File: src/rtl/multicycle_controller.sv
// Multicycle FETCH/DECODE/EXEC/MEM/WB control unit for a shared MIPS-style datapath.
// Optional MCU_PERF_CNT_EN adds retired-instruction and handshake-stall counters.
module multicycle_controller (
    input  logic        clk,
    input  logic        rst_n,
    input  logic [31:0] instr,
    input  logic        imem_ack,
    input  logic        dmem_ack,
    input  logic        zero,
    output logic        imem_req,
    output logic        dmem_req,
    output logic [2:0]  alu_ctrl,
    output logic        rf_we,
    output logic        sel_alu_b,
    output logic [1:0]  sel_pc,
    output logic        sel_result,
    output logic        sel_wa,
    output logic        dmem_we,
    output logic        branch,
    output logic        ir_we,
    output logic        pc_we,
    output logic        illegal
`ifdef MCU_PERF_CNT_EN
    ,
    output logic [31:0] retired_cnt,
    output logic [31:0] stall_cnt
`endif
);

    localparam logic [5:0] OpRtype = 6'h00;
    localparam logic [5:0] OpAddi  = 6'h08;
    localparam logic [5:0] OpLw    = 6'h23;
    localparam logic [5:0] OpSw    = 6'h2B;
    localparam logic [5:0] OpBeq   = 6'h04;
    localparam logic [5:0] OpJ     = 6'h02;

    localparam logic [5:0] FnAdd = 6'h20;
    localparam logic [5:0] FnSub = 6'h22;
    localparam logic [5:0] FnAnd = 6'h24;
    localparam logic [5:0] FnOr  = 6'h25;
    localparam logic [5:0] FnSlt = 6'h2A;

    localparam logic [2:0] AluAdd = 3'b010;
    localparam logic [2:0] AluSub = 3'b110;
    localparam logic [2:0] AluAnd = 3'b000;
    localparam logic [2:0] AluOr  = 3'b001;
    localparam logic [2:0] AluSlt = 3'b111;

    typedef enum logic [2:0] {StFetch, StDecode, StExec, StMem, StWb} state_e;

    state_e     state_q;
    logic [5:0] op_q;
    logic [5:0] funct_q;
    // Clear during reset so every output is held low until the first cycle after release.
    logic       active_q;

    logic       legal;
    logic [2:0] alu_r;
    logic       is_r, is_addi, is_lw, is_sw, is_beq, is_j;

    assign is_r    = (op_q == OpRtype);
    assign is_addi = (op_q == OpAddi);
    assign is_lw   = (op_q == OpLw);
    assign is_sw   = (op_q == OpSw);
    assign is_beq  = (op_q == OpBeq);
    assign is_j    = (op_q == OpJ);

    always_comb begin
        legal = 1'b0;
        alu_r = AluAdd;
        case (op_q)
            OpRtype: begin
                case (funct_q)
                    FnAdd:   begin legal = 1'b1; alu_r = AluAdd; end
                    FnSub:   begin legal = 1'b1; alu_r = AluSub; end
                    FnAnd:   begin legal = 1'b1; alu_r = AluAnd; end
                    FnOr:    begin legal = 1'b1; alu_r = AluOr;  end
                    FnSlt:   begin legal = 1'b1; alu_r = AluSlt; end
                    default: legal = 1'b0;
                endcase
            end
            OpAddi, OpLw, OpSw, OpBeq, OpJ: legal = 1'b1;
            default: legal = 1'b0;
        endcase
    end

    always_comb begin
        imem_req   = 1'b0;
        dmem_req   = 1'b0;
        alu_ctrl   = 3'b000;
        rf_we      = 1'b0;
        sel_alu_b  = 1'b0;
        sel_pc     = 2'd0;
        sel_result = 1'b0;
        sel_wa     = 1'b0;
        dmem_we    = 1'b0;
        branch     = 1'b0;
        ir_we      = 1'b0;
        pc_we      = 1'b0;
        illegal    = 1'b0;
        if (active_q) begin
            // No ALU output register: operand selects stay valid from EXEC through WB.
            if (state_q == StExec || state_q == StMem || state_q == StWb) begin
                if (is_r) begin
                    alu_ctrl = alu_r;
                end else if (is_addi || is_lw || is_sw) begin
                    alu_ctrl  = AluAdd;
                    sel_alu_b = 1'b1;
                end
            end
            unique case (state_q)
                StFetch: begin
                    imem_req = 1'b1;
                    ir_we    = imem_ack;
                end
                StDecode: begin
                    if (!legal) begin
                        illegal = 1'b1;
                        pc_we   = 1'b1;
                    end
                end
                StExec: begin
                    if (is_beq) begin
                        alu_ctrl = AluSub;
                        branch   = 1'b1;
                        pc_we    = 1'b1;
                        sel_pc   = {1'b0, zero};
                    end else if (is_j) begin
                        pc_we  = 1'b1;
                        sel_pc = 2'd2;
                    end
                end
                StMem: begin
                    dmem_req = 1'b1;
                    dmem_we  = is_sw;
                    pc_we    = is_sw && dmem_ack;
                end
                StWb: begin
                    rf_we      = 1'b1;
                    pc_we      = 1'b1;
                    sel_wa     = is_r;
                    sel_result = is_lw;
                end
                default: ;
            endcase
        end
    end

    always_ff @(posedge clk) begin
        if (!rst_n) begin
            state_q  <= StFetch;
            op_q     <= 6'd0;
            funct_q  <= 6'd0;
            active_q <= 1'b0;
`ifdef MCU_PERF_CNT_EN
            retired_cnt <= 32'd0;
            stall_cnt   <= 32'd0;
`endif
        end else begin
            active_q <= 1'b1;
            if (active_q) begin
                case (state_q)
                    StFetch: begin
                        if (imem_ack) begin
                            op_q    <= instr[31:26];
                            funct_q <= instr[5:0];
                            state_q <= StDecode;
                        end
                    end
                    StDecode: state_q <= legal ? StExec : StFetch;
                    StExec: begin
                        if (is_r || is_addi)    state_q <= StWb;
                        else if (is_lw || is_sw) state_q <= StMem;
                        else                     state_q <= StFetch;
                    end
                    StMem: begin
                        if (dmem_ack) state_q <= is_lw ? StWb : StFetch;
                    end
                    StWb:    state_q <= StFetch;
                    default: state_q <= StFetch;
                endcase
            end
`ifdef MCU_PERF_CNT_EN
            if (pc_we && !illegal) retired_cnt <= retired_cnt + 32'd1;
            if ((imem_req && !imem_ack) || (dmem_req && !dmem_ack)) begin
                stall_cnt <= stall_cnt + 32'd1;
            end
`endif
        end
    end

endmodule

File: config.mk
export PLATFORM = sky130hd
export DESIGN_NAME = multicycle_controller
export DESIGN_NICKNAME = d
export VERILOG_FILES = /design/src/rtl/multicycle_controller.sv
export SDC_FILE = /design/constraint.sdc
export NUM_CORES = 1
export LEC_CHECK = 0
export BUFFER_PORTS_ARGS = -buffer_cell sky130_fd_sc_hd__buf_4
export CORE_MARGIN = 3
export CORE_UTILIZATION = 41
export DETAILED_ROUTE_END_ITERATION = 7
export PLACE_DENSITY = 0.76
export SYNTH_ARGS = -nofsm -noshare
export SYNTH_HDL_FRONTEND = slang
export SYNTH_SLANG_ARGS = --single-unit
File: constraint.sdc
create_clock -name clk -period 2.1 [get_ports clk]
set_clock_uncertainty 0.05 [all_clocks]
set_input_delay 0.105 -clock clk [delete_from_list [all_inputs] [get_ports clk]]
set_output_delay 0.105 -clock clk [all_outputs]
set_load 0.005 [all_outputs]
# Yosys cells after proc, flatten, opt, wreduce, memory -nomap -nowiden
# Index checks and enable logic that the tools add are counted.
# totals
regBits,16
input_bits,37
elab_cells,82
# classes
eq_ne,16
muxes,49
reduce_logical,13
# ops
cell,count
"6-bit equality test, second input constant",7
1-bit 2-to-1 mux,29
3-bit 2-to-1 mux,9
3-bit one-hot mux with 4 select lines,2
2-bit 2-to-1 mux,7
5-bit OR reduction,2
"3-bit by 2-bit equality test with 1-bit output, second input constant",2
"6-bit by 2-bit equality test with 1-bit output, second input constant",1
"6-bit by 3-bit equality test with 1-bit output, second input constant",1
"6-bit by 4-bit equality test with 1-bit output, second input constant",1
6-bit zero test,1
1-bit logical OR,6
3-bit AND reduction,2
"2-bit != test, second input constant",2
1-bit one-hot mux with 4 select lines,1
"3-bit by 1-bit equality test with 1-bit output, second input constant",1
"3-bit equality test, second input constant",1
3-bit zero test,1
1-bit one-hot mux with 2 select lines,1
1-bit logical AND,1

# Depth between registers and ports, before layout
# logic_depth
word_depth,9
depth_mapped,6

# Worst setup path after synthesis
# OpenSTA, ideal clock, no wires.
# synth_timing
kind,flip-flop to output port
startpoint,register funct_q[1]
endpoint,output port pc_we
t_arrival_ns,1.414
setup_slack_ns,0.531
stages_incl_launch_ff,5
path_cell_list,dfxtp_1 > mux2_4 > o41ai_4 > a211oi_1 > o41a_1
# synth_between
elab_chain_len,7
elab_cells_between_ends,11
classes_between,5 x eq/ne; 5 x mux; 1 x reduce/logical
# synth_rtl
item,line_no,text
from (decl),53,logic [5:0] funct_q;
from (signal assigned),166,funct_q <= instr[5:0];
6-bit equality test,73,case (funct_q)
5-bit OR reduction (no line) *,--,
1-bit 2-to-1 mux *,73,
1-bit one-hot mux with 2 select lines *,71,case (op_q)
1-bit 2-to-1 mux *,117,if (!legal) begin
1-bit one-hot mux with 4 select lines *,111,unique case (state_q)
1-bit 2-to-1 mux *,101,if (active_q) begin
to (decl),21,"output logic pc_we,"
# Mark *: on every way between the ends. The rest lies on a longest branch, timed or not.

# Worst setup path after layout
# Same ends and word-level chain as after synthesis.

==> results by group <==
Place
  • Pre-CTS setup slack: 0.292 ns
  • Port Buf Inserts: 32
  • Placed insts: 196
  • Placed Area: 1340 um2
  • Hpwl dp: 2030 um
  • Gpl congestion: 0.812

Setup path
  • Worst path required time: 1.95 ns
  • CP endpoint kind: output pin
  • Reg-to-Reg Start: op_q[1]
  • Critical path class: reg2out
  • Worst Path Arrival: 1.95 ns
  • Critical Path Source Type: flop
  • Crit path max fanout: 4
  • CP startpoint: funct_q[1]
  • R2R setup slack: 0.50 ns

Floorplan
  • Initial Util: 0.434
  • Row count: 18
  • Die height: 57.4 um
  • Core area: 2500 um2
  • Die span in x: 57.4 um
  • IO Count: 53
  • Full die area: 3300 um2

Pwr
  • Leakage power: 0.000560 uW
  • PD cells: 494 nW/um2
  • Maximum vdd drop: 346 uV
  • Pwr Total: 695 uW

STA
  • PnR worst setup slack: -0.00138 ns
  • Least-Margin Pin Slew: 0.424 ns
  • WHS: 0.00981 ns
  • Slew HR: 0.717
  • Final worst path period share: 1.00
  • Final Hold Viols: 0
  • Highest clock rate: 476 MHz
  • Fin crit period: 2.10 ns
  • Final slew viol count: 0
  • Endpoints failing setup: 1
  • RSZ-0062 raised after global routing: yes

Clock tree
  • H-tree depth: 1
  • Worst-Skew Late Latency: 0.29 ns
  • Root buffer cell: clkbuf_4
  • Post-CTS Setup Repair Bufs: 0
  • Clock slew at reported path FFs: 0.10 ns
  • CTS tree: done
  • Worst-case clock buffer depth: 2
  • TritonCTS buffer count: 3
  • CTS Sinks: 16

Status
  • Status: complete, but fails checks
  • Failing checks: negative setup slack

Routing
  • Via density: 5.52
  • WL/cell: 13.4 um
  • ANT nets after route: 0
  • DRT iter0 DRCs: 26
  • First drt pass iteration count: 4
  • Vias after detailed routing: 1110
  • Routed WL: 2700 um
  • DRC Markers: 0

Logic synthesis
  • Synth Warn #: 0
  • Post-synth ARST share: 0
  • Mapped Nets: 178
  • Synthesized area per cell: 7.69 um2
  • Register area share after synthesis: 0.295
  • Yosys reg bits: 16
  • Ys flop type: dfxtp_1
  • Mapped Area: 1080 um2
  • Synth unique cells: 39
  • Cells after synthesis: 141
  • Post-synth EDFFs: 0

Worst hold path
  • Worst min path class: in2reg
  • Hold Crit Start: instr[28]

GRT
  • Antenna violations before repair: 0
  • Global Route Usage Sum: 0.173
  • Vias in the first global route: 1079
  • Global-route wire length before repair: 4550 um
  • Total grt overflow: 0
  • Largest net degree at the start of global routing: 19

Finish
  • Area Overhead vs Synth: 29.5%
  • Share of layout cells above drive strength 1: 0.310
  • Antenna diodes: 0
  • Non-filler cells, final: 201
  • Post-layout nets: 209
  • Final instance area: 1410 um2

Flow run
  • Max Cap Violations: 0
## worst paths after layout
| check | to | depth (start not counted) |
|---|---|---|
| worst max-delay path | pc_we | 5 |
| worst min-delay path | op_q[2] | 3 |
| worst max register to register | state_q[2] | 4 |
| worst min register to register | funct_q[5] | 2 |
## timing repair
| item | 4_1_cts | 5_1_grt |
|---|---|---|
| pin swaps | 1 | 0 |
| hold buffers | 1 | 0 |
| gates resized for setup | 4 | 3 |
| setup endpoints to repair | 3 | 5 |
| hold endpoints to repair | 1 | 0 |
| gates cloned | 0 | 0 |
## worst max-delay path: stages, from the launching register on
cell and delay, ns:
dfxtp_2 0.37, mux2_4 0.31, o41ai_4 0.26, a211oi_2 0.13, o41a_1 0.43, buf_4 0.15
## Yosys cell counts (2+ instances only)
cell type  instances  area [um2]
nand2_1           24        90.1
dfxtp_1           16         320
nand3_1           15        75.1
a21boi_1          12        90.1
nor3_1             8        40.0
nor2_1             7        26.3
buf_2              5        25.0
a21oi_1            4        20.0
clkbuf_1           4        15.0
inv_1              4        15.0
nor3b_1            4        30.0
and2_1             3        18.8
or3_1              3        18.8
a211oi_1           2        15.0
and3_1             2        12.5
nand2b_1           2        12.5
nor2b_1            2        12.5
nor3_2             2        20.0
o21ai_0            2        10.0
## area by class of cell
type / instances / area [um2]
clock buffers: 4 / 36.3
fillers: 244 / 1090
inverters: 5 / 18.8
multi-input cells: 111 / 723
flip-flops and latches: 16 / 324
well taps: 30 / 37.5
repair buffers: 35 / 265
## where the power goes
group	switching (uW)	total, uW	internal, uW	leakage [uW]
logic	69.6	145	75.0	0.000407
clock network	104	210	106	0.0000210
registers	23.0	340	317	0.000132
total	197	695	498	0.000560
## sequential cells by signal (all words and copies together) (netlist names)
| name | count |
|---|---|
| active_q | 1 |
| funct_q | 6 |
| op_q | 6 |
| state_q | 3 |
## through the flow
step	utilization	TNS, ns
4_1_cts	0.559	-0.00178
3_5_place_dp	0.535	0
5_1_grt	0.562	-0.0681
2_1_floorplan	-	0
3_3_place_gp	0.535	0
6_report	0.562	-0.00138
## routing by layer
metal	up-vias	share of wire	GRT usage
met5	-	0	0
met4	0	0.016	0.0795
met3	4	0.066	0.0385
met2	35	0.48	0.285
met1	508	0.44	0.212
li1	563	-	-
## placed cells by master (no fill, tap or decap), drive strengths merged, types with 3 or more instances in the layout
cell type	synthesis	final
dfxtp	16	16
nand3	15	15
nor3b	4	4
and2	3	3
a21boi	13	13
nand2	24	24
o21ai	3	3
inv	5	5
nor2	7	7
or3	4	4
buf	5	34
a21oi	4	4
clkbuf	4	4
nor3	10	10
## cell families after synthesis
| kind of cell | count (synthesis) | share of synthesized area |
|---|---|---|
| and+or+nand+nor | 75 | 0.369 |
| AOI/OAI and AO/OA | 33 | 0.250 |
| DFF | 16 | 0.295 |
| buffers and inverters | 14 | 0.0542 |
| xor gates and xnor gates | 1 | 0.00808 |
| muxes | 1 | 0.0138 |
| adders and majority gates | 1 | 0.00923 |
Power figures use the tool's default switching activity.
